===== src/rtl/stopwatch_lap_ctl.sv =====
// Stopwatch control FSM with lap capture memory and review mode.
// Optional macro LAP_ON_PAUSE_EN: pausing from COUNTING also captures a lap.
module stopwatch_lap_ctl #(
  parameter  int CNT_W     = 16,
  parameter  int LAP_DEPTH = 8,
  localparam int IDX_W     = $clog2(LAP_DEPTH)
) (
  input  logic             clk,
  input  logic             reset,
  input  logic             trig,
  input  logic             split,
  input  logic [CNT_W-1:0] cnt_in,
  output logic             init_regs,
  output logic             count_enabled,
  output logic             review,
  output logic [IDX_W-1:0] lap_idx,
  output logic [CNT_W-1:0] lap_value,
  output logic [IDX_W:0]   lap_count,
  output logic             lap_full,
  output logic             lap_ovf
);

  typedef enum logic [3:0] {
    ST_IDLE     = 4'b0001,
    ST_COUNTING = 4'b0010,
    ST_PAUSED   = 4'b0100,
    ST_REVIEW   = 4'b1000
  } state_t;

  localparam logic [IDX_W:0] DEPTH_L = (IDX_W+1)'(LAP_DEPTH);

  state_t           state_q, state_d;
  logic [IDX_W-1:0] lap_idx_q, lap_idx_d;
  logic [IDX_W:0]   lap_count_q, lap_count_d;
  logic             lap_ovf_q, lap_ovf_d;
  logic [CNT_W-1:0] lap_value_q, lap_value_d;
  logic [CNT_W-1:0] lap_mem_q [LAP_DEPTH];

  logic             capture;
  logic             mem_we;
  logic [IDX_W-1:0] mem_waddr;
  logic             full;

  assign full = (lap_count_q == DEPTH_L);

  always_comb begin
    state_d     = state_q;
    lap_idx_d   = lap_idx_q;
    lap_count_d = lap_count_q;
    lap_ovf_d   = lap_ovf_q;
    capture     = 1'b0;
    mem_we      = 1'b0;
    mem_waddr   = lap_count_q[IDX_W-1:0];

    case (state_q)
      ST_IDLE: begin
        if (trig) begin
          state_d     = ST_COUNTING;
          lap_count_d = '0;
          lap_ovf_d   = 1'b0;
        end else if (split && (lap_count_q != '0)) begin
          state_d   = ST_REVIEW;
          lap_idx_d = '0;
        end
      end
      ST_COUNTING: begin
        if (trig) begin
          state_d = ST_PAUSED;
`ifdef LAP_ON_PAUSE_EN
          capture = 1'b1;
`endif
        end else if (split) begin
          capture = 1'b1;
        end
      end
      ST_PAUSED: begin
        if (trig) begin
          state_d = ST_COUNTING;
        end else if (split) begin
          state_d = ST_IDLE;
        end
      end
      ST_REVIEW: begin
        if (trig) begin
          state_d   = ST_IDLE;
          lap_idx_d = '0;
        end else if (split) begin
          if (({1'b0, lap_idx_q} + 1'b1) >= lap_count_q) begin
            lap_idx_d = '0;
          end else begin
            lap_idx_d = lap_idx_q + 1'b1;
          end
        end
      end
      default: begin
        state_d   = ST_IDLE;
        lap_idx_d = '0;
      end
    endcase

    // Capture is shared by split and (optionally) pause; full drops and flags overflow.
    if (capture) begin
      if (full) begin
        lap_ovf_d = 1'b1;
      end else begin
        mem_we      = 1'b1;
        lap_count_d = lap_count_q + 1'b1;
      end
    end

    lap_value_d = (state_q == ST_REVIEW) ? lap_mem_q[lap_idx_q] : '0;
  end

  always_ff @(posedge clk) begin
    if (reset) begin
      state_q     <= ST_IDLE;
      lap_idx_q   <= '0;
      lap_count_q <= '0;
      lap_ovf_q   <= 1'b0;
      lap_value_q <= '0;
    end else begin
      state_q     <= state_d;
      lap_idx_q   <= lap_idx_d;
      lap_count_q <= lap_count_d;
      lap_ovf_q   <= lap_ovf_d;
      lap_value_q <= lap_value_d;
    end
  end

  always_ff @(posedge clk) begin
    if (mem_we && !reset) begin
      lap_mem_q[mem_waddr] <= cnt_in;
    end
  end

  assign init_regs     = (state_q == ST_IDLE) || (state_q == ST_REVIEW);
  assign count_enabled = (state_q == ST_COUNTING);
  assign review        = (state_q == ST_REVIEW);
  assign lap_idx       = lap_idx_q;
  assign lap_value     = lap_value_q;
  assign lap_count     = lap_count_q;
  assign lap_full      = full;
  assign lap_ovf       = lap_ovf_q;

endmodule


===== config.mk =====
export PLATFORM = sky130hd
export DESIGN_NAME = stopwatch_lap_ctl
export DESIGN_NICKNAME = d
export VERILOG_FILES = /design/src/rtl/stopwatch_lap_ctl.sv
export SDC_FILE = /design/constraint.sdc
export NUM_CORES = 1
export LEC_CHECK = 0
export BUFFER_PORTS_ARGS = -buffer_cell sky130_fd_sc_hd__clkbuf_2
export CORE_ASPECT_RATIO = 1.25
export CORE_MARGIN = 3
export CORE_UTILIZATION = 56
export CTS_BUF_LIST = sky130_fd_sc_hd__clkbuf_8
export CTS_CLUSTER_DIAMETER = 80
export DETAILED_ROUTE_END_ITERATION = 8
export PLACE_DENSITY = 0.8
export SYNTH_ARGS = -nofsm -noshare
export SYNTH_HDL_FRONTEND = slang
export SYNTH_SLANG_ARGS = --single-unit
export TNS_END_PERCENT = 1

===== constraint.sdc =====
create_clock -name clk -period 3.42 [get_ports clk]
set_input_delay 0.684 -clock clk [delete_from_list [all_inputs] [get_ports clk]]
set_output_delay 0.684 -clock clk [all_outputs]
set_load 0.03 [all_outputs]

-- Word level (Yosys, flattened, before mapping)
Memory sizes are Yosys's and may differ from the RTL's. A register that Yosys moved wholly into a read port is not among the register bits.
Index checks and enable logic that the tools add are counted.
W data, S select, Z words.
- register bits: 12
- memory bits (writable): 128
- output and inout bits: 28
- memories kept: 1
- memories (memory ; depth ; width ; read ports ; clocked after Yosys merged registers in ; wr ports ; line ; text):
    lap_mem_q ; 8 ; 16 ; 1 ; 1 ; 1 ; 37 ; logic [CNT_W-1:0] lap_mem_q [LAP_DEPTH];
- add/sub/neg operators: 3
- $lt $le $gt $ge: 1
- equality and inequality tests: 12
- multiplexer cells: 28
- bitwise gates (word level): 2
- reductions and logical operators: 9
- operator list (kind ; count):
    $mux W4 ; 10
    $pmux W4 S4 ; 1
    $mux W3 ; 5
    $mux W1 ; 11
    $ne A3 B3 Y1 const B ; 3
    $pmux W3 S3 ; 1
    $eq A4 B4 Y1 const B ; 2
    $ne A2 B2 Y1 const B ; 4
    $reduce_and A4 Y1 ; 2
    $add A3 B1 Y4 const B ; 1
    $add A4 B1 Y4 const B ; 1
    $eq A4 B1 Y1 const B ; 1
    $eq A4 B2 Y1 const B ; 1
    $eq A4 B3 Y1 const B ; 1
    $ge A4 B4 Y1 ; 1
    $reduce_bool A4 Y1 ; 1
    $reduce_or A2 Y1 ; 2
    $add A3 B1 Y3 const B ; 1
    $logic_and A1 B1 Y1 ; 2
    $not A1 Y1 ; 2
    $logic_not A1 Y1 ; 1
    $logic_or A1 B1 Y1 ; 1

-- Depth between registers and ports, before layout
Gate-level depths: netlist (run 1).
- word-level depth: 7
- gate-level depth with buffers: 8
- gate-level depth less buffers: 7

-- Least setup slack after synthesis (run 1)
Ideal clock, no wire load.
- kind: register -> register
- from: register lap_count_q[0] (netlist: lap_count[0])
- to: memory lap_mem_q[0][0], enable pin
- setup time: 0.430 ns
- arrival: 3.395 ns
- data required time: 2.990 ns
- path slack: -0.405 ns
- stages on the path, launching flop included: 8
- path buffers: 1
- clock period less this slack: 3.825 ns
- cells stage by stage: dfxtp_1 clkbuf_1 inv_1 ha_1 and3b_1 and4b_1 nand2_1 nor4_1
- longest elaborated chain between the ends: 6
- RTL lines (item ; line ; text):
    start, declared ; 34 ; logic [IDX_W:0] lap_count_q, lap_count_d;
    start signal, assigned ; 124 ; lap_count_q <= lap_count_d;
    $eq A4 B4 Y1 ; 44 ; assign full = (lap_count_q == DEPTH_L);
    via lap_full ; 19 ; output logic lap_full,
    $mux W1 ; 103 ; if (full) begin
    $mux W1 ; 102 ; if (capture) begin
    $logic_and A1 B1 Y1 ; 131 ; if (mem_we && !reset) begin
    $mux W1 ; 131 ;
    $mux W1 (implied by the code) ; 132 ; lap_mem_q[mem_waddr] <= cnt_in;
    end, declared ; 37 ;
The timed path passes the listed nets, and every way through them passes these cells.

-- Worst setup path after layout (run 1)
- from: register state_q[0]
- to: output init_regs
- longest elaborated chain between the ends: 2
- RTL lines (item ; line ; text):
    start, declared ; 32 ; state_t state_q, state_d;
    start signal, assigned ; 122 ; state_q <= state_d;
    $eq A4 B1 Y1 / $eq A4 B4 Y1 (equally long branches) ; 136 ; assign init_regs = (state_q == ST_IDLE) || (state_q == ST_REVIEW);
    $logic_or A1 B1 Y1 (*) ; 136 ;
    end, declared ; 13 ; output logic init_regs,
Mark *: on every way between the ends. The rest lies on a longest branch, timed or not.

==> summary.txt, run 1 <==
Final layout
  – NumNets Final: 422
  – N_diodes: 0
  – Fillcell total: between 700 and 800
  – Cell Count, Final, Fillers Out: between 500 and 600
  – Ratio of cells with drive above 1 in the final layout: 32.84%
  – Syn-to-layout area delta: 13.76%
  – Final design utilization: about 65%

Critical path
  – Max FO, Critical Path: 11
  – Worst path required time: between 2000 and 3000 ps
  – Endpoint class of the critical path: primary output
  – WP data arrival: 1990 ps
  – Crit path kind: reg2out
  – Crit start category: flip-flop

Clocking
  – Setup bufs post-CTS: 0
  – Clk Tree Root Cell: clkbuf_8
  – TritonCTS buffer count: 17
  – Hold-fix buffers at CTS: 0
  – CTS tree: done
  – Clock Sinks: about 160
  – H-tree levels: 4
  – Worst-Skew Late Latency: 450 ps
  – PostCTS Resize Cnt: 0
  – Clk slew on worst S/H paths: roughly 80 ps
  – CTS Buffer Depth: 2

Drt
  – Met3 WL post-DR: about 520 um
  – Vias: 3,164
  – Met2 WL: around 5.7 mm
  – WL/cell: slightly above 20 um
  – Drt first-iter violations: 159
  – Final wirelength: ~11 mm
  – Antenna Nets Post-Route: 0
  – # DRC: 0
  – DR top layer: met4
  – Met1 WL: 4.408 mm
  – Vias per cell: between 5 and 6
  – Initial DRT Pass Iterations: 4

Yosys
  – Synth top area cells: edfxtp_1 63%, mux4_2 12%, dfxtp_1 9.2%, mux2i_1 2.9%, nor2_1 1.5%
  – Cell with the most instances after synthesis: edfxtp_1
  – Mapped cell area: 6110 um^2
  – Yosys top cell by area: edfxtp_1
  – Syn_nets: 361
  – Synth Flop Type: edfxtp_1
  – Ys async rst share: 0%
  – EDFF count, synth: approximately 130
  – Warnings, synthesis: 0
  – Instance count of the mapped netlist: approximately 330
  – Top cells by count, synth: 128 x edfxtp_1, 32 x mux4_2, 28 x dfxtp_1
  – Synthesized area per cell: between 15 and 20 um^2
  – Post-synth cell types: 48
  – Seq/Total Area, Yosys: between 70% and 80%
  – Yosys reg bits: about 160
  – Share of the synthesized area in the top cell type: a little over three fifths

Global route
  – Antenna violations before repair: 0
  – Largest net degree at the start of global routing: 34
  – Overflow after GRT: 0
  – Number of global-route vias before repair: ~3.1k
  – GRT Total Usage: roughly a fifth
  – Global-route wire length before repair: between 15 and 20 mm

Power
  – Logic pwr share: approximately 2.5%
  – Clock share of power: 40.0%
  – Cell Int Power: approximately 2900 uW
  – Sw power: between 600 and 700 uW
  – Static leakage: around 0.0023 uW
  – Switching Fraction: ~19%
  – PD cells: ~520 nW/um^2
  – Sequential share of power: ~57%
  – Worst vdd ir: 352.8 uV

Die
  – Die ar.: ~12,000 um^2
  – Core Area: roughly 11,000 um^2
  – Row cnt: between 40 and 50
  – Initial Util: 57.56%
  – Die X-Extent: just under 100 um
  – Die Ht: roughly 120 um
  – # IOs: 48

Worst hold path
  – Worst Hold Class: in2reg

STA
  – Count of final hold-check violations: 0
  – Final Setup Violations: 0
  – Max-slew violation count: 0
  – RSZ-0062 raised after global routing: false
  – Final period util: approximately four fifths
  – Fin Clk Skew: 13.95 ps
  – Post-route minimum period: ~2700 ps
  – Worst-Margin Slew: roughly 770 ps
  – Fin Setup TNS: 0 ps
  – Fmax achieved: around 370 MHz
  – Slew headroom: approximately half

Run
  – Max-Cap Viols: 0

Placement
  – Inst Count DP: a little over 500
  – Port Buf Inserts: between 40 and 50
  – Routability congestion estimate: 0.8910
  – Post-DP HPWL: around 6.7 mm

Status
  – Outcome: complete, no violations
==> cell usage in the layout (no fill, tap or decap), drive strengths merged, types with 3 or more instances in the layout <==
cell type / instances
a21oi: 5
buf: 13
bufinv: 4
clkbuf: 65
clkinvlp: 3
dfxtp: 28
edfxtp: 128
ha: 7
inv: 15
mux2i: 18
mux4: 32
nand2: 10
nand3: 3
nor2: 26
nor3: 7
nor4: 5
==> metal layers <==
layer | track usage, % | up-vias
met5 | 0 | -
met4 | 9.308 | 0
met3 | 5.458 | 24
met2 | 31.72 | 82
met1 | 23.53 | 1614
li1 | - | 1444
==> kinds of logic after synthesis <==
group	synth area share, %
muxes	14.74
AOI/OAI and AO/OA	2.683
xor gates and xnor gates	0.4301
and+or+nand+nor	5.919
buffers and inverters	2.703
adders and majority gates	1.433
DFF	72.09
==> flip-flops by register name (all words and copies together) (netlist names) <==
| signal | cells |
|---|---|
| lap_value | 16 |
| state_q | 4 |
| lap_count | 4 |
| lap_mem_q | 128 |
| lap_idx | 3 |
| lap_ovf | 1 |
==> worst paths after layout <==
kind | start | endpoint | slack [ps] | depth (start not counted)
worst max register to register | lap_count[0] | lap_mem_q[1][1] | 880 | 8
worst min-delay path | cnt_in[0] | lap_mem_q[7][0] | 520 | 1
worst max-delay path | state_q[0] | init_regs | 750 | 4
worst min register to register | lap_idx[0] | lap_idx[0] | 520 | 1
==> power by group through the flow <==
| stage | clock (uW) | sequential [uW] | combinational (uW) |
|---|---|---|---|
| floorplan | 0 | 2100 | 59.1 |
| global placement | 0 | 2100 | 85.9 |
| global route | 1540 | 2060 | 99.0 |
| finish | 1440 | 2060 | 88.3 |
| detailed placement | 0 | 2110 | 89.3 |
| CTS | 1470 | 2060 | 89.2 |
==> critical path, cell delays in order, from the launching register on <==
cell,delay (ps)
dfxtp_1,590
or3b_4,450
nor2_4,170
or2_2,140
clkbuf_2,190
==> area by class of cell <==
type	instances	area, um^2	area share (%)
Sequential cell	156	4405	63.38
Multi-Input combinational cell	150	1582	22.75
Timing Repair Buffer	60	332.8	4.788
Clock buffer	18	247.7	3.564
Clock inverter	14	180.2	2.592
Tap cell	132	165.2	2.376
Inverter	10	37.54	0.5401
==> metrics by stage <==
stage	total power, uW	setup WS [ps]	instance area [um^2]	hold WS [ps]
2_1_floorplan	2158	-115.6	6116	560.7
3_3_place_gp	2190	951.1	6523	509.4
3_5_place_dp	2194	895.0	6523	513.1
4_1_cts	3620	721.0	6950	492.5
5_1_grt	3704	641.0	6950	511.7
6_report	3587	748.7	6950	519.1
Note: power is estimated with default switching activity, not from simulation.
==> run 2: changes to the inputs <==
Settings changed: ABC_AREA set to 1, CORE_UTILIZATION 56 to 62, PLACE_DENSITY 0.8 to 0.84.
Clock period 3.42 ns to 2.7 ns, I/O delays scaled along.
==> summary.txt, run 2 <==
Status
  – Outcome: complete, no violations (unchanged)

Yosys
  – Cell with the most instances after synthesis: nor2_1 (was edfxtp_1)
  – Synth Flop Type: edfxtp_1 (unchanged)
  – Share of the synthesized area in the top cell type: 60.71% (was 62.91%)
  – EDFF count, synth: 128 (unchanged)
  – Mapped cell area: 6331 um^2 (was 6110 um^2)
  – Yosys top cell by area: edfxtp_1 (unchanged)
  – Syn_nets: 571 (was 361)
  – Ys async rst share: 0% (unchanged)
  – Instance count of the mapped netlist: 544 (was 334)
  – Warnings, synthesis: 0 (unchanged)
  – Yosys reg bits: 156 (unchanged)
  – Synth top area cells: edfxtp_1 61%, dfxtp_1 8.9%, nor2_1 8.1%, o21ai_0 5.1%, nand2_1 2.8% (was edfxtp_1 63%, mux4_2 12%, dfxtp_1 9.2%, mux2i_1 2.9%, nor2_1 1.5%)
  – Post-synth cell types: 30 (was 48)
  – Top cells by count, synth: 136 x nor2_1, 128 x edfxtp_1, 65 x o21ai_0 (was 128 x edfxtp_1, 32 x mux4_2, 28 x dfxtp_1)
  – Seq/Total Area, Yosys: 69.57% (was 72.09%)
  – Synthesized area per cell: 11.64 um^2 (was 18.29 um^2)

Drt
  – Initial DRT Pass Iterations: 5 (was 4)
  – WL/cell: 17.61 um (was 20.14 um)
  – Vias: 4,306 (was 3,164)
  – Antenna Nets Post-Route: 0 (unchanged)
  – Drt first-iter violations: 494 (was 159)
  – Final wirelength: 13.00 mm (was 10.87 mm)
  – Vias per cell: 5.835 (was 5.859)
  – # DRC: 0 (unchanged)

STA
  – Slew headroom: 62.00% (was 48.42%)
  – Fin Clk Skew: 8.880 ps (was 13.95 ps)
  – Fmax achieved: approximately 460 MHz
  – Final period util: between 80% and 90%
  – RSZ-0062 raised after global routing: false (unchanged)
  – Worst-Margin Slew: 569.1 ps (was 771.8 ps)
  – Max-slew violation count: 0 (unchanged)
  – Final Setup Violations: 0 (unchanged)
  – Post-route minimum period: 2184 ps
  – Count of final hold-check violations: 0 (unchanged)
  – Fin Setup TNS: 0 ps (unchanged)

Placement
  – Post-DP HPWL: 8.493 mm (was 6.711 mm)
  – Inst Count DP: 706 (was 508)
  – Routability congestion estimate: 0.8728 (was 0.8910)
  – Port Buf Inserts: 47 (unchanged)

Final layout
  – N_diodes: 0 (unchanged)
  – Register area: 4405 um^2 (unchanged)
  – Final design utilization: 72.59% (was 65.48%)
  – Cell Count, Final, Fillers Out: 738 (was 540)
  – Most common cell after layout, fill and taps aside: nor2_1 (was edfxtp_1)
  – Largest Register: lap_mem_q (unchanged)
  – Area of the multi-input gates: 1694 um^2 (was 1582 um^2)
  – Syn-to-layout area delta: 12.47% (was 13.76%)
  – Ratio of cells with drive above 1 in the final layout: 19.28% (was 32.84%)
  – Fillcell total: 677 (was 732)
  – Largest register FFs: 128 (unchanged)
  – NumNets Final: 626 (was 422)
  – Commonest non-fill, non-tap cells in the layout: 136 x nor2_1, 128 x edfxtp_1, 65 x o21ai_0 (was 128 x edfxtp_1, 47 x clkbuf_2, 32 x mux4_2)

Clocking
  – Worst-Skew Late Latency: 440 ps (was 450 ps)
  – Hold-fix buffers at CTS: 0 (unchanged)
  – Clock Sinks: 156 (unchanged)
  – Setup bufs post-CTS: 0 (unchanged)
  – Clk Tree Root Cell: clkbuf_8 (unchanged)
  – Clk slew on worst S/H paths: 80 ps (about the same)
  – TritonCTS buffer count: 17 (unchanged)
  – H-tree levels: 4 (unchanged)
  – PostCTS Resize Cnt: 0 (unchanged)
  – CTS tree: done (unchanged)
  – CTS Buffer Depth: 2 (unchanged)

Global route
  – Global-route wire length before repair: 21.18 mm (was 17.10 mm)
  – GRT Total Usage: 24.50% (was 19.25%)
  – Number of global-route vias before repair: 4,208 (was 3,145)
  – Overflow after GRT: 0 (unchanged)
  – Antenna violations before repair: 0 (unchanged)
  – Largest net degree at the start of global routing: 53 (was 34)

Power
  – Sw power: 1767 uW (was 698.3 uW)
  – Logic pwr share: 21.7% (was 2.5%)
  – PD cells: 815.7 nW/um^2 (was 516.1 nW/um^2)
  – Static leakage: 0.002669 uW (was 0.002326 uW)
  – Clock share of power: 31.6% (was 40.0%)
  – Cell Int Power: 4041 uW (was 2889 uW)
  – Switching Fraction: 30.42% (was 19.47%)
  – Power, Total: 5808 uW (was 3587 uW)
  – Worst vdd ir: 650.9 uV (was 352.8 uV)
  – Sequential share of power: 46.7% (was 57.5%)

Die
  – Initial Util: 64.54% (was 57.56%)
  – Row cnt: 40 (was 42)
  – Die Ht: 119.0 um (was 122.8 um)
  – # IOs: 48 (unchanged)
  – Die X-Extent: 96.39 um (was 99.43 um)
  – Core Area: 9809 um^2 (was 10,620 um^2)
  – Die ar.: 11,470 um^2 (was 12,210 um^2)

Critical path
  – Max FO, Critical Path: 7 (was 11)
  – Endpoint class of the critical path: primary output (unchanged)
  – WP buf/inv: 3 (was 1)
  – RR Startpoint: lap_count[0] (unchanged)
  – Largest stage delay on the critical path: 470 ps (was 590 ps)
  – Levels on crit path: 5 (was 4)
  – Reg2reg path depth: 8 (unchanged)
  – Worst path required time: 2160 ps (was 2740 ps)
  – Worst path top cell family by delay: flip-flops (was simple AND/OR/NAND/NOR gates)
  – Cell mode on critical path: inv_1
  – CP startpoint: lap_count[0] (was state_q[0])
  – WP data arrival: 1640 ps (was 1990 ps)
  – Crit start category: flip-flop (unchanged)
  – Crit path kind: reg2out (unchanged)
  – Slowest-stage cell, CP: dfxtp_1 (unchanged)
  – CP Cell Sequence: inv_1 -> ha_1 -> nand3_1 -> inv_1 -> clkbuf_2 (was or3b_4 -> nor2_4 -> or2_2 -> clkbuf_2)

Run
  – Max-Cap Viols: 0 (unchanged)

Worst hold path
  – Hold Startpoint: cnt_in[10] (was cnt_in[0])
  – Hold path depth: 1 (unchanged)
  – Worst Hold Class: in2reg (unchanged)
run 2: worst paths after layout:
kind | to | slack, ps
max | lap_full | 520
min | lap_mem_q[5][10] | 420
max reg2reg | lap_mem_q[5][11] | 640
min reg2reg | lap_ovf | 480
run 2: cells by family (layout without fill, tap and decap cells):
kind of cell | Yosys count | after routing | share of synthesized area (%)
compound gates | 106 | 106 | 9.328
xor+xnor | 3 | 3 | 0.4151
fa+ha+maj | 7 | 7 | 1.383
buf+inv | 48 | 116 | 3.675
flops | 156 | 156 | 69.57
simple gates | 224 | 224 | 15.63
run 2: layer usage:
layer,track usage (%),wire (um)
met5,0,0
met4,9.561,225
met3,6.380,1007
met2,38.36,6648
met1,32.72,5115
run 2: power groups by stage:
stage          logic (uW)  registers, uW  clock network, uW
2_1_floorplan         930           2790                  0
3_3_place_gp         1190           2760                  0
3_5_place_dp         1240           2770                  0
4_1_cts              1250           2710               1850
5_1_grt              1420           2720               1960
6_report             1260           2710               1830
run 2: worst reg2reg max path, cell delays in order (launching register included):
cell and delay, ps:
dfxtp_1 470, inv_1 120, ha_1 240, nand3_1 140
nand2_2 110, nor2_4 140, nand2_2 110, nor2_1 160
buf_4 280
run 2: final cells by class:
type                    count  share of cell area (%)
multi-input cells         340                   23.79
flip-flops and latches    156                   61.87
clock buffers              18                   3.479
well taps                 126                   2.214
clock inverters            14                   2.478
repair buffers             61                   4.955
inverters                  23                   1.212
run 2: metrics by stage:
step,hold slack (ps),setup slack [ps],area [um^2]
after floorplan,529.1,233.4,6331
after global placement,451.7,666.2,6696
after detailed placement,466.3,556.8,6696
after CTS,387.2,491.6,7121
final,423.1,515.7,7121
after global routing,383.9,398.2,7121
